==> src/rtl/mem_dma_pkg.sv <==
// Shared definitions for the mem_dma block-copy initiator: FSM encoding, default
// byte step per word and word-alignment helper.
package mem_dma_pkg;

    typedef enum logic [1:0] {
        IDLE  = 2'd0,
        READ  = 2'd1,
        WRITE = 2'd2,
        DONE  = 2'd3
    } state_t;

    localparam int unsigned DMA_STEP = 2;

    // The memory indexes words by a[15:1], so byte addresses are always presented even.
    function automatic logic [15:0] word_align(input logic [15:0] a);
        return {a[15:1], 1'b0};
    endfunction

endpackage

==> src/rtl/mem_dma_addr_ctr.sv <==
// dma_addr_ctr: loadable 16-bit byte-address pointer that advances by STEP per word
// and always presents a word-aligned (bit0 clear) address.
module dma_addr_ctr
    import mem_dma_pkg::*;
#(
    parameter int unsigned STEP = DMA_STEP
) (
    input  logic        clk,
    input  logic        reset,
    input  logic        load,
    input  logic        inc,
    input  logic [15:0] load_val,
    output logic [15:0] ptr
);

    logic [15:0] ptr_q;

    // Increment wraps modulo 2**16, so 0xFFFE steps to 0x0000.
    always_ff @(posedge clk) begin
        if (reset) begin
            ptr_q <= '0;
        end else if (load) begin
            ptr_q <= word_align(load_val);
        end else if (inc) begin
            ptr_q <= ptr_q + 16'(STEP);
        end
    end

    assign ptr = word_align(ptr_q);

endmodule

==> src/rtl/mem_dma.sv <==
// mem_dma: copies len 16-bit words from src to dst over a single-port word memory.
// Optional feature: define MEM_DMA_CHECKSUM_EN to add the csum output (sum of copied words).
module mem_dma
    import mem_dma_pkg::*;
#(
    parameter int unsigned LEN_W = 7,
    parameter int unsigned STEP  = DMA_STEP
) (
    input  logic             clk,
    input  logic             reset,
    input  logic             start,
    input  logic [15:0]      src,
    input  logic [15:0]      dst,
    input  logic [LEN_W-1:0] len,
    output logic             busy,
    output logic             done,
    output logic             mem_we,
    output logic [15:0]      mem_a,
    output logic [15:0]      mem_wd,
    input  logic [15:0]      mem_rd
`ifdef MEM_DMA_CHECKSUM_EN
    ,
    output logic [15:0]      csum
`endif
);

    state_t           state_q;
    state_t           state_d;
    logic [LEN_W-1:0] rem_q;
    logic [15:0]      data_q;
    logic [15:0]      sptr;
    logic [15:0]      dptr;
    logic             accept;
    logic             in_write;

    assign accept   = (state_q == IDLE) && start;
    assign in_write = (state_q == WRITE);

    dma_addr_ctr #(.STEP(STEP)) u_src_ctr (
        .clk      (clk),
        .reset    (reset),
        .load     (accept),
        .inc      (in_write),
        .load_val (src),
        .ptr      (sptr)
    );

    dma_addr_ctr #(.STEP(STEP)) u_dst_ctr (
        .clk      (clk),
        .reset    (reset),
        .load     (accept),
        .inc      (in_write),
        .load_val (dst),
        .ptr      (dptr)
    );

    always_ff @(posedge clk) begin
        if (reset) begin
            state_q <= IDLE;
        end else begin
            state_q <= state_d;
        end
    end

    // Words still to copy; the terminating WRITE is the one that sees rem_q == 1.
    always_ff @(posedge clk) begin
        if (reset) begin
            rem_q <= '0;
        end else if (accept) begin
            rem_q <= len;
        end else if (in_write) begin
            rem_q <= rem_q - 1'b1;
        end
    end

    // Read data is only consumed in the WRITE that follows, so it needs no reset.
    always_ff @(posedge clk) begin
        if (state_q == READ) begin
            data_q <= mem_rd;
        end
    end

`ifdef MEM_DMA_CHECKSUM_EN
    always_ff @(posedge clk) begin
        if (reset || accept) begin
            csum <= '0;
        end else if (in_write) begin
            csum <= csum + data_q;
        end
    end
`endif

    always_comb begin
        state_d = state_q;
        busy    = 1'b0;
        done    = 1'b0;
        mem_we  = 1'b0;
        mem_a   = '0;
        mem_wd  = '0;
        case (state_q)
            IDLE: begin
                if (start) begin
                    state_d = (len == '0) ? DONE : READ;
                end
            end
            READ: begin
                busy    = 1'b1;
                mem_a   = sptr;
                state_d = WRITE;
            end
            WRITE: begin
                busy    = 1'b1;
                mem_we  = 1'b1;
                mem_a   = dptr;
                mem_wd  = data_q;
                state_d = (rem_q == LEN_W'(1)) ? DONE : READ;
            end
            DONE: begin
                busy    = 1'b1;
                done    = 1'b1;
                state_d = IDLE;
            end
            default: begin
                state_d = IDLE;
            end
        endcase
    end

endmodule

==> config.mk <==
export PLATFORM = sky130hd
export DESIGN_NAME = mem_dma
export DESIGN_NICKNAME = d
export VERILOG_FILES = /design/src/rtl/mem_dma_pkg.sv /design/src/rtl/mem_dma_addr_ctr.sv /design/src/rtl/mem_dma.sv
export SDC_FILE = /design/constraint.sdc
export NUM_CORES = 1
export LEC_CHECK = 0
export BUFFER_PORTS_ARGS = -buffer_cell sky130_fd_sc_hd__buf_4
export CORE_MARGIN = 2
export CORE_UTILIZATION = 46
export DETAILED_ROUTE_END_ITERATION = 8
export PLACE_DENSITY = 0.83
export SETUP_SLACK_MARGIN = 0.02
export SLEW_MARGIN = 20
export SYNTH_ARGS = -nofsm -noshare
export SYNTH_HDL_FRONTEND = slang
export SYNTH_SLANG_ARGS = --single-unit
==> constraint.sdc <==
create_clock -name clk -period 1.78 [get_ports clk]
set_input_delay 0.178 -clock clk [delete_from_list [all_inputs] [get_ports clk]]
set_output_delay 0.178 -clock clk [all_outputs]
set_load 0.05 [all_outputs]
After elaboration in Yosys (flattened, before gate mapping)
Cells that the tools add are included.
Word-level totals
  memories kept: 0
  memory bits (writable): 0
  output and inout bits: 35
  bits in read-only memories: 0
  latch bits: 0
  flip-flop bits (word level): 57
  logic and storage cells: 36
Cells by class
  reductions and logical operators: 6
  equality and inequality tests: 5
  shift-type cells: 0
  bitwise gates (word level): 0
  multipliers: 0
  muxes and demuxes: 15
  add/subtract/negate cells: 3
  div/mod/pow operators: 0
  order comparisons: 0
Operators by type and width (number)
  16-bit 2-to-1 mux: 5
  16-bit by 2-bit adder with 16-bit output (second input constant): 2
  16-bit one-hot mux with 2 select lines: 1
  7-bit 2-to-1 mux: 2
  2-bit one-hot mux with 4 select lines: 1
  7-bit by 1-bit equality test with 1-bit output (second input constant): 1
  7-bit zero test: 1
  7-bit by 1-bit subtractor with 7-bit output (second input constant): 1
  2-bit 2-to-1 mux: 3
  2-bit equality test (second input constant): 2
  1-bit 2-to-1 mux: 3
  3-bit OR reduction: 1
  2-bit by 1-bit equality test with 1-bit output (second input constant): 1
  2-bit zero test: 1
  2-bit != test (second input constant): 1
  2-bit nonzero test: 1
  2-bit OR reduction: 1
  1-bit logical AND: 1

Logic depth before layout (Yosys ltp)
Gate-level depths: netlist of the first run.
  depth after elaboration: 4
  mapped depth: 7
  mapped depth without buffers: 6

Cells and area by module
A second synthesis of the first run with hierarchy kept.
Second synthesis, totals
  cells, all modules: 351
  area total of the unflattened synthesis: 3219.3 um^2
Modules (own cells, without submodules)
  dma_addr_ctr: times used 2, area each 908.4 um^2, cells an instance 107, sequential area each 300.3 um^2
  mem_dma: times used 1, area each 1402.6 um^2, cells an instance 137, sequential area each 660.6 um^2

Least setup slack after synthesis of the first run
No wires, ideal clock.
  path type: reg2out
  start: reg state_q[0]
  end: out mem_a[3]
  path slack: -0.798 ns
  data arrival time: 2.400 ns
  cell stages (with the launch flop): 7
  buffers on the path: 2
  path through: dfxtp_1 > inv_1 > ha_1 > buf_2 > buf_1 > a22oi_1 > nor2b_1
On the way
  longest elaborated chain between the ends: 2
Ends and longest elaborated chain
  start: declaration: RTL line mem_dma.sv:27  | state_t state_q;
  start signal: assignment: RTL line mem_dma.sv:61  | state_q <= state_d;
  2-bit equality test / 2-bit by 1-bit equality test with 1-bit output (equally long branches): RTL line mem_dma.sv:100  | case (state_q)
  16-bit one-hot mux with 2 select lines (*): RTL line mem_dma.sv:100
  end: declaration: RTL line mem_dma.sv:18  | output logic [15:0] mem_a,
Every way passes the cells marked *; elsewhere a longest branch is shown, timed or not.

Worst setup path after layout of the first run
  start: reg state_q[0]
  end: out mem_a[6]
Same word-level chain as after synthesis.

==> results of run 1 <==
==> layout by cell type, fill, tap and decap left out, drive strengths merged <==
cell and count:
a211oi 32, a21oi 1, a221oi 3, a22oi 15, a311oi 4, and2 16
and3 1, buf 109, clkbuf 7, clkinv 1, conb 1, dfxtp 39
edfxtp 16, ha 9, inv 9, mux2i 2, nand2 10, nand2b 1
nand3 9, nand4 12, nor2 37, nor2b 16, nor3 9, nor3b 2
nor4 10, nor4b 1, o211ai 1, o21ai 4, o21bai 1, or3 4
xnor2 20, xor2 9
==> state kept, by name (all words and copies together), names as in the netlist <==
signal,flops
u_dst_ctr.ptr_q,15
data_q,16
rem_q,7
u_src_ctr.ptr_q,15
state_q,2
==> how the worst max path moves through the flow <==
| stage | start | to | slack, ps |
|---|---|---|---|
| global placement | state_q[0]$_SDFFE_PP0P_ | u_dst_ctr.ptr_q[14]$_SDFFE_PP0P_ | 80 |
| floorplan | state_q[0]$_SDFFE_PP0P_ | mem_a[4] | 50 |
| CTS | state_q[0]$_SDFFE_PP0P_ | u_dst_ctr.ptr_q[14]$_SDFFE_PP0P_ | 20 |
| global route | state_q[0]$_SDFFE_PP0P_ | mem_a[2] | -20 |
| finish | state_q[0]$_SDFFE_PP0P_ | mem_a[6] | 40 |
| detailed placement | state_q[0]$_SDFFE_PP0P_ | u_dst_ctr.ptr_q[14]$_SDFFE_PP0P_ | 30 |
==> power groups by stage <==
stage	clock, mW	combinational [mW]	sequential [mW]
after floorplan	0	1.00	1.67
after global placement	0	1.35	1.70
after detailed placement	0	1.39	1.71
after CTS	0.817	1.51	1.70
after global routing	0.861	1.67	1.74
final	0.811	1.56	1.72
==> Yosys cell counts, drive strengths merged (4+ instances only) <==
| master | number |
|---|---|
| a311oi | 4 |
| xnor2 | 20 |
| edfxtp | 16 |
| a211oi | 32 |
| inv | 9 |
| xor2 | 9 |
| or3 | 4 |
| dfxtp | 39 |
| nor2b | 16 |
| a22oi | 15 |
| o21ai | 4 |
| buf | 6 |
| and2 | 16 |
| nor3 | 9 |
| clkbuf | 16 |
| nand4 | 12 |
| nor4 | 10 |
| nor2 | 37 |
| nand3 | 9 |
| nand2 | 10 |
| ha | 9 |
==> critical path, cell delays in order, from the launching register on <==
cell	delay, ps
dfxtp_2	360
inv_4	60
ha_4	170
buf_4	190
a22oi_2	230
nor2b_4	50
buf_4	190
==> routing by layer <==
layer  share of wire  track usage
met3           0.054      0.03540
met1            0.42       0.2806
met2            0.51       0.3918
met4           0.015      0.05425
met5               0            0
==> stage by stage <==
stage	setup slack, ps	cell area, µm²	std cells	util	power (mW)
after floorplan	53.73	3129	316	-	2.670
after global placement	79.97	3911	474	0.6231	3.056
after detailed placement	25.88	3911	474	0.6231	3.095
after CTS	20.74	4184	486	0.6665	4.023
after global routing	-24.41	4297	488	0.6845	4.274
final	41.30	4297	488	0.6845	4.094
==> layout make-up <==
| type | count | share of cell area |
|---|---|---|
| clock buffers | 7 | 0.02504 |
| clock inverters | 1 | 0.001165 |
| inverters | 9 | 0.008445 |
| multi-input cells | 230 | 0.4441 |
| flip-flops and latches | 55 | 0.2941 |
| well taps | 77 | 0.02242 |
| repair buffers | 109 | 0.2047 |
==> timing repair <==
| item | CTS | global route |
|---|---|---|
| setup endpoints to repair | 32 | 34 |
| pin swaps | 8 | 13 |
| cloned | 1 | 0 |
| setup buffers | 3 | 2 |
| hold buffers | 0 | 0 |
| resized for setup | 30 | 18 |
==> kinds of logic after synthesis <==
family                     after synthesis  share of synthesized area
AOI/OAI and AO/OA                       61                     0.1536
xor gates and xnor gates                29                    0.08591
adders and majority gates                9                    0.03809
buffers and inverters                   31                    0.04274
DFF                                     55                     0.4266
muxes                                    2                   0.006771
other                                    1                   0.001268
and+or+nand+nor                        128                     0.2450
==> run_results.csv, run 1 <==
group,metric,value,unit
global_routing,grt_max_degree,47,
power_and_ir_drop,p_leak,1.631,nW
setup_path,crit_path_end_kind,"output pin",
cells_and_area,area_growth,45.32,%
cells_and_area,n_fill_cell,478,
global_routing,grt_pass1_wl,12.74,mm
run,cap_viol_max_count,0,
synthesis,synth-seq-area-share,0.4266,
setup_path,r2r_cells,4,
global_routing,grt_pass1_vias,2701,
timing,finClkSkew,3.904,ps
timing,finalHoldViolations,0,
synthesis,async_flop_share,0,
drt,first_iter_violations,160,
floorplanning,ios,93,
floorplanning,fp.coreArea,6277,µm²
setup_path,reg2reg_slack,90,ps
placed_design,dp_hpwl,5.312,mm
synthesis,synth_area,2957,µm²
clock_network,clk_latency,310,ps
cells_and_area,multi_input_area,1908,µm²
timing,finalCriticalPeriod,1739,ps
drt,viasPerCell,5.629,
timing,slew_viol_final,0,
synthesis,synth_edf_count,16,
floorplanning,die_area,7085,µm²
power_and_ir_drop,swShare,0.3626,
power_and_ir_drop,pwr-share-comb,0.381,
synthesis,syn-num-nets,383,
floorplanning,start_util,0.4710,
timing,tns,0,ps
setup_path,r2r_end,"u_dst_ctr.ptr_q[14]$_SDFFE_PP0P_",
synthesis,synth_warnings,0,
synthesis,synth_seq_cells,55,
hold_path,hp-class,"in2reg",
setup_path,critical_path_class,"reg2out",
floorplanning,core.rowCount,29,
drt,vias,2747,
timing,timing.final.crit_share,0.9768,
floorplanning,die_x,84.17,µm
setup_path,cp-start-kind,"flip-flop",
power_and_ir_drop,irDropWorstVdd,0.5387,mV
power_and_ir_drop,clkPwrFrac,0.198,
setup_path,cp.arrival,1560,ps
placed_design,port_buffers,89,
setup_path,required,1600,ps
status,status,"finished clean",
global_routing,grt.total_usage,0.2207,
drt,wire_per_inst,16.44,µm
drt,dr.pass1.iters,4,
cells_and_area,nNetsFinal,477,
synthesis,synth_top_area_cell,"dfxtp_1",
timing,fin_hold_ws,36.77,ps
clock_network,cts-root-buf,"clkbuf_8",
cells_and_area,layout-drive-gt1-share,0.4428,
hold_path,hold_path_end,"data_q[8]$_DFFE_PN_",
synthesis,synth_area_per_cell,9.356,µm²
placed_design,gp_congestion,0.8281,
clock_network,htreeDepth,2,
drt,ant_nets,0,
cells_and_area,antenna_cells,0,
clock_network,clkTransAtPathRegs,100,ps
global_routing,antenna_found_initial,0,
power_and_ir_drop,p_seq_frac,0.421,
global_routing,gr-total-overflow,0,
setup_path,rr_startpoint,"u_dst_ctr.ptr_q[7]$_SDFFE_PP0P_",
clock_network,cts_tree,"yes",
power_and_ir_drop,p_sw,1.484,mW
drt,finalWirelength,8.021,mm
power_and_ir_drop,p_int,2.609,mW
timing,fmax,575.1,MHz
hold_path,hp-start,"mem_rd[8]",
synthesis,netlist.area_leader.share,0.2641,
drt,drc_errors,0,
setup_path,worst-path-max-fanout,11,
hold_path,hold_depth,1,
power_and_ir_drop,power.density,952.8,nW/µm²
synthesis,netlist-cell-type-count,36,
synthesis,syn_inst,316,
synthesis,synth_area_leaders,"dfxtp_1 (26%), edfxtp_1 (16%), a211oi_1 (8.1%)",
timing,rsz0062_at_grt,"true",
clock_network,cts_made_buffers,5,
cells_and_area,regArea,1264,µm²
floorplanning,die_h,84.17,µm
clock_network,clockBufferDepth,2,
clock_network,cts.sinks,55,
synthesis,synthFlopType,"dfxtp_1",
timing,finalSetupViolations,0,
Note: power is estimated with default switching activity, not from simulation.
==> run 2, diff against run 1 <==
--- a/config.mk
+++ b/config.mk
@@ -6,8 +6,10 @@
 export NUM_CORES = 1
 export LEC_CHECK = 0
 export BUFFER_PORTS_ARGS = -buffer_cell sky130_fd_sc_hd__buf_4
+export CELL_PAD_IN_SITES_DETAIL_PLACEMENT = 1
+export CELL_PAD_IN_SITES_GLOBAL_PLACEMENT = 1
 export CORE_MARGIN = 2
-export CORE_UTILIZATION = 46
+export CORE_UTILIZATION = 34
 export DETAILED_ROUTE_END_ITERATION = 8
 export PLACE_DENSITY = 0.83
 export SETUP_SLACK_MARGIN = 0.02
==> run 2 against run 1 <==
Against the previous run:
- the run now ends with setup timing left
- global-route usage down 2.5 points
- cell area up 3.8%
- register-to-register slack lost 50 ps
- worst hold slack better by 2.1 ps
==> run_results.csv, run 2 (synthesis gave the netlist of run 1 again) <==
group,metric,value,unit
setup_path,required,1600,ps
clock_network,htreeDepth,2,
drt,met1_length,3.991,mm
run,cap_viol_max_count,0,
cells_and_area,nNetsFinal,483,
cells_and_area,layout-drive-gt1-share,0.4508,
setup_path,cpMaxStageDelayCell,"dfxtp_2",
power_and_ir_drop,power.density,994.5,nW/µm²
timing,slew_viol_final,0,
cells_and_area,final_common_cell,"buf_4",
drt,finalWirelength,9.512,mm
clock_network,cts_made_buffers,5,
hold_path,hp-start,"mem_rd[4]",
timing,rsz0062_at_grt,"true",
timing,finClkSkew,9.850,ps
status,status,"finished, violations left",
setup_path,cp-start-kind,"flip-flop",
cells_and_area,post-route-cell-area,4458,µm²
clock_network,clkTransAtPathRegs,100,ps
setup_path,cp.arrival,1610,ps
setup_path,max_stage_delay,350,ps
setup_path,cp_common_cell,"buf_6",
drt,vias,2824,
hold_path,hold_path_end,"data_q[4]$_DFFE_PN_",
drt,dr_wl_met3,428,µm
clock_network,cts_hold_buf,0,
drt,dr_wl_met2,4.861,mm
cells_and_area,largest_reg_flops,16,
timing,fmax,559.7,MHz
setup_path,r2r_end,"u_dst_ctr.ptr_q[14]$_SDFFE_PP0P_",
floorplanning,die_area,9458,µm²
floorplanning,core.rowCount,34,
cells_and_area,area_growth,50.78,%
placed_design,placed_cell_area,3985,µm²
setup_path,critical_path_class,"reg2out",
setup_path,path_delay_family,"buffers and inverters",
timing,worst_slack,-6.622,ps
cells_and_area,antenna_cells,0,
placed_design,pre_cts_ws,-20.07,ps
cells_and_area,multi_input_area,1888,µm²
global_routing,grt.total_usage,0.1960,
status,violations,"setup timing",
timing,finalSetupViolations,1,
cells_and_area,n_fill_cell,970,
floorplanning,ios,93,
timing,timing.final.crit_share,1.004,
global_routing,grt_pass1_wl,14.99,mm
clock_network,clk_latency,310,ps
hold_path,hp-class,"in2reg",
timing,finalHoldViolations,0,
floorplanning,start_util,0.3441,
floorplanning,die_h,97.25,µm
global_routing,grt_max_degree,66,
drt,dr.pass1.iters,4,
drt,viasPerCell,5.379,
cells_and_area,largest-register,"data_q",
global_routing,antenna_found_initial,0,
drt,ant_nets,0,
drt,drc_errors,0,
clock_network,cts.sinks,55,
power_and_ir_drop,p_leak,1.648,nW
drt,first_iter_violations,66,
setup_path,path_cells,"inv_2 > buf_6 > ha_4 > buf_12 > nor2b_4 > buf_6",
global_routing,grt_pass1_vias,2864,
floorplanning,die_x,97.25,µm
placed_design,gp_congestion,0.8445,
placed_design,port_buffers,89,
setup_path,crit_path_end_kind,"output pin",
drt,topRoutingLayerUsed,"met4",
setup_path,path_buf_inv,4,
global_routing,gr-total-overflow,0,
setup_path,reg2reg_slack,40,ps
placed_design,dp_hpwl,6.429,mm
setup_path,rr_startpoint,"u_dst_ctr.ptr_q[7]$_SDFFE_PP0P_",
drt,wire_per_inst,18.12,µm
setup_path,r2r_cells,4,
power_and_ir_drop,irDropWorstVdd,0.4104,mV
timing,finalCriticalPeriod,1787,ps
clock_network,clockBufferDepth,2,
clock_network,cts-root-buf,"clkbuf_8",
setup_path,worst-path-max-fanout,8,
clock_network,cts_tree,"yes",
cells_and_area,top_regs,"data_q: 16 flops, u_dst_ctr.ptr_q: 15 flops, u_src_ctr.ptr_q: 15 flops",
floorplanning,fp.coreArea,8593,µm²
cells_and_area,regArea,1265,µm²
cells_and_area,final_cell_mix,"buf_4 (93), nor2_1 (37), dfxtp_1 (36)",
hold_path,hold_depth,1,
[run 2: changes by cell type in the layout (fill, tap and decap cells not counted), sizes merged]
cell    delta
clkbuf     -1
bufinv     +2
buf        +6
clkinv     -1
[run 2: report_power, final]
part	leakage [nW]	internal (mW)	total, mW	switching [mW]
Sequential	0.474	1.50	1.71	0.212
Combinational	1.11	0.816	1.74	0.923
Clock	0.0654	0.563	0.981	0.419
Total	1.65	2.88	4.43	1.55
[run 2: layout make-up]
type                    instances  share of cell area
clock inverters                 2             0.01347
clock buffers                   6             0.01628
flip-flops and latches         55              0.2837
repair buffers                115              0.2251
multi-input cells             230              0.4235
inverters                       9            0.007578
well taps                     108             0.03031
[run 2: timing repair]
| action | CTS | global route |
|---|---|---|
| resized for setup | 35 | 21 |
| pin swaps | 2 | 6 |
| buffers inserted | 4 | 5 |
| setup endpoints to repair | 33 | 34 |
| cloned | 1 | 0 |
[run 2: worst max-delay path by stage]
stage                             from                          endpoint  slack, ps  cells past startpoint
5_1_grt        state_q[0]$_SDFFE_PP0P_                          mem_a[2]        -80                      6
6_report       state_q[0]$_SDFFE_PP0P_                          mem_a[2]         -7                      6
3_3_place_gp   state_q[1]$_SDFFE_PP0P_  u_dst_ctr.ptr_q[14]$_SDFFE_PP0P_        110                      5
4_1_cts        state_q[0]$_SDFFE_PP0P_                         mem_a[12]        -50                      6
2_1_floorplan  state_q[0]$_SDFFE_PP0P_                          mem_a[4]         50                      6
3_5_place_dp   state_q[1]$_SDFFE_PP0P_           state_q[1]$_SDFFE_PP0P_        -20                      6
[run 2: layer usage]
metal / track usage / vias to the layer above
met5: 0 / -
met4: 0.06090 / 0
met3: 0.03525 / 19
met2: 0.3478 / 88
met1: 0.2418 / 1378
li1: - / 1339
[run 2: per-stage QoR]
| step | hold slack (ps) | instances | setup TNS (ps) | total power [mW] | utilization |
|---|---|---|---|---|---|
| finish | 38.89 | 525 | -6.622 | 4.434 | 0.5188 |
| global route | 22.51 | 525 | -772.1 | 4.634 | 0.5188 |
| CTS | 30.43 | 520 | -159.0 | 4.335 | 0.5007 |
| detailed placement | 357.3 | 508 | -20.07 | 3.181 | 0.4637 |
| global placement | 356.4 | 508 | 0 | 3.122 | 0.4637 |
| floorplan | 276.9 | 316 | 0 | 2.670 | - |
==> run 3, diff against run 2 <==
--- a/config.mk
+++ b/config.mk
@@ -8,6 +8,7 @@
 export BUFFER_PORTS_ARGS = -buffer_cell sky130_fd_sc_hd__buf_4
 export CELL_PAD_IN_SITES_DETAIL_PLACEMENT = 1
 export CELL_PAD_IN_SITES_GLOBAL_PLACEMENT = 1
+export CORE_ASPECT_RATIO = 0.5
 export CORE_MARGIN = 2
 export CORE_UTILIZATION = 34
 export DETAILED_ROUTE_END_ITERATION = 8
==> run 3 against run 2 <==
Against the previous run:
- final cell count rose by 1.5%
- first-iteration DRC count rose to 3.6 times the previous value
- cell area increased by 1.3%
- the flow now finishes without violations
- critical path type unchanged
- highest routed layer unchanged
==> run_results.csv, run 3 (synthesis gave the netlist of run 1 again) <==
group,metric,value,unit
floorplanning,core.rowCount,23,
drt,first_iter_violations,240,
global_routing,grt_pass1_vias,3016,
cells_and_area,largest_reg_flops,16,
power_and_ir_drop,power.density,1043,nW/µm²
hold_path,hp-class,"in2reg",
setup_path,cp-start-kind,"flip-flop",
clock_network,cts_hold_buf,0,
setup_path,r2r_end,"rem_q[5]$_SDFFE_PP0P_",
cells_and_area,stdcell_count,533,
cells_and_area,post-route-cell-area,4517,µm²
drt,drc_errors,0,
timing,tns,0,ps
cells_and_area,final_cell_mix,"buf_4 (99), nor2_1 (37), dfxtp_1 (36)",
timing,finalCriticalPeriod,1763,ps
drt,viasPerCell,5.287,
floorplanning,ios,93,
setup_path,cp.arrival,1590,ps
floorplanning,fp.coreArea,8230,µm²
cells_and_area,n_fill_cell,914,
timing,slew_viol_final,0,
clock_network,htreeDepth,2,
timing,timing.final.crit_share,0.9905,
floorplanning,die_area,9503,µm²
timing,rsz0062_at_grt,"true",
floorplanning,start_util,0.3592,
floorplanning,die_h,69.94,µm
cells_and_area,largest-register,"data_q",
floorplanning,die_x,135.9,µm
clock_network,cts.sinks,55,
timing,finClkSkew,9.954,ps
power_and_ir_drop,finalPower,4.709,mW
hold_path,hold_path_end,"data_q[5]$_DFFE_PN_",
status,status,"finished clean",
clock_network,cts_made_buffers,5,
global_routing,grt.total_usage,0.2160,
clock_network,cts_tree,"yes",
global_routing,gr-total-overflow,0,
drt,ant_nets,0,
cells_and_area,nNetsFinal,487,
clock_network,clockBufferDepth,2,
setup_path,crit_path_end_kind,"output pin",
cells_and_area,area_growth,52.77,%
hold_path,hold_depth,1,
cells_and_area,top_regs,"data_q: 16 flops, u_dst_ctr.ptr_q: 15 flops, u_src_ctr.ptr_q: 15 flops",
global_routing,grt_max_degree,48,
timing,finalSetupViolations,0,
drt,wire_per_inst,18.93,µm
setup_path,required,1600,ps
drt,dr.pass1.iters,4,
placed_design,port_buffers,89,
setup_path,critical_path_class,"reg2out",
drt,finalWirelength,10.09,mm
timing,fmax,567.2,MHz
power_and_ir_drop,irDropWorstVdd,0.4388,mV
placed_design,dp.cells,518,
cells_and_area,antenna_cells,0,
setup_path,reg2reg_slack,40,ps
power_and_ir_drop,p_leak,1.681,nW
drt,vias,2818,
placed_design,placed_cell_area,4048,µm²
setup_path,r2r_cells,8,
run,cap_viol_max_count,0,
placed_design,dp_hpwl,6.616,mm
cells_and_area,final_common_cell,"buf_4",
global_routing,antenna_found_initial,0,
setup_path,rr_startpoint,"state_q[0]$_SDFFE_PP0P_",
global_routing,grt_pass1_wl,16.06,mm
clock_network,clk_latency,300,ps
hold_path,hp-start,"mem_rd[5]",
timing,finalHoldViolations,0,
placed_design,gp_congestion,0.8079,
placed_design,pre_cts_ws,-21.12,ps
clock_network,cts-root-buf,"clkbuf_16",
cells_and_area,layout-drive-gt1-share,0.4561,
timing,worst_slack,16.90,ps
clock_network,clkTransAtPathRegs,80,ps
setup_path,worst-path-max-fanout,15,
## run 3: changes by cell type in the layout (fill, tap and decap cells not counted), moves of 2 or more
cell,change
buf_8,-2
buf_4,+6
clkbuf_16,+5
clkbuf_8,-5
## run 3: power by group
part           switching, mW  internal [mW]  total, mW  leakage, nW
Sequential             0.200           1.50       1.70        0.474
Clock                  0.483          0.807       1.29       0.0900
Combinational          0.940          0.777       1.72         1.12
Total                   1.62           3.09       4.71         1.68
## run 3: what timing repair did
item | 4_1_cts | 5_1_grt
setup buffers | 6 | 1
pin swaps | 5 | 2
setup endpoints to repair | 35 | 35
resized for setup | 42 | 9
## run 3: area by class of cell
| cell class | instances | area [µm²] | area share |
|---|---|---|---|
| clock buffers | 5 | 125.1 | 0.02770 |
| repair buffers | 119 | 1011 | 0.2238 |
| well taps | 112 | 140.1 | 0.03102 |
| inverters | 9 | 33.78 | 0.007479 |
| flip-flops and latches | 55 | 1265 | 0.2801 |
| clock inverters | 3 | 67.56 | 0.01496 |
| multi-input cells | 230 | 1874 | 0.4150 |
## run 3: worst max path at each step
stage	end	cells past startpoint	from
2_1_floorplan	mem_a[4]	6	state_q[0]$_SDFFE_PP0P_
3_3_place_gp	u_dst_ctr.ptr_q[14]$_SDFFE_PP0P_	5	state_q[1]$_SDFFE_PP0P_
3_5_place_dp	u_dst_ctr.ptr_q[6]$_SDFFE_PP0P_	4	state_q[1]$_SDFFE_PP0P_
4_1_cts	mem_a[1]	6	state_q[0]$_SDFFE_PP0P_
5_1_grt	u_dst_ctr.ptr_q[15]$_SDFFE_PP0P_	5	u_dst_ctr.ptr_q[2]$_SDFFE_PP0P_
6_report	mem_a[14]	6	state_q[0]$_SDFFE_PP0P_
## run 3: stage by stage
step / hold slack (ps) / utilization
after floorplan: 276.9 / -
after global placement: 356.1 / 0.4918
after detailed placement: 358.0 / 0.4918
after CTS: 45.88 / 0.5423
after global routing: 34.48 / 0.5488
final: 45.27 / 0.5488
## run 3: worst max-delay path: stages, from the launching register on
cell and delay [ps]:
dfxtp_2 350, inv_2 50, buf_4 150, ha_4 270, buf_12 130, nor2b_4 170
buf_6 170
## run 3: layer usage
layer  routed length [µm]  track usage
met1                 4295       0.2635
met2                 4991       0.3844
met3                  578      0.04503
met4                  226      0.06250
met5                    0            0
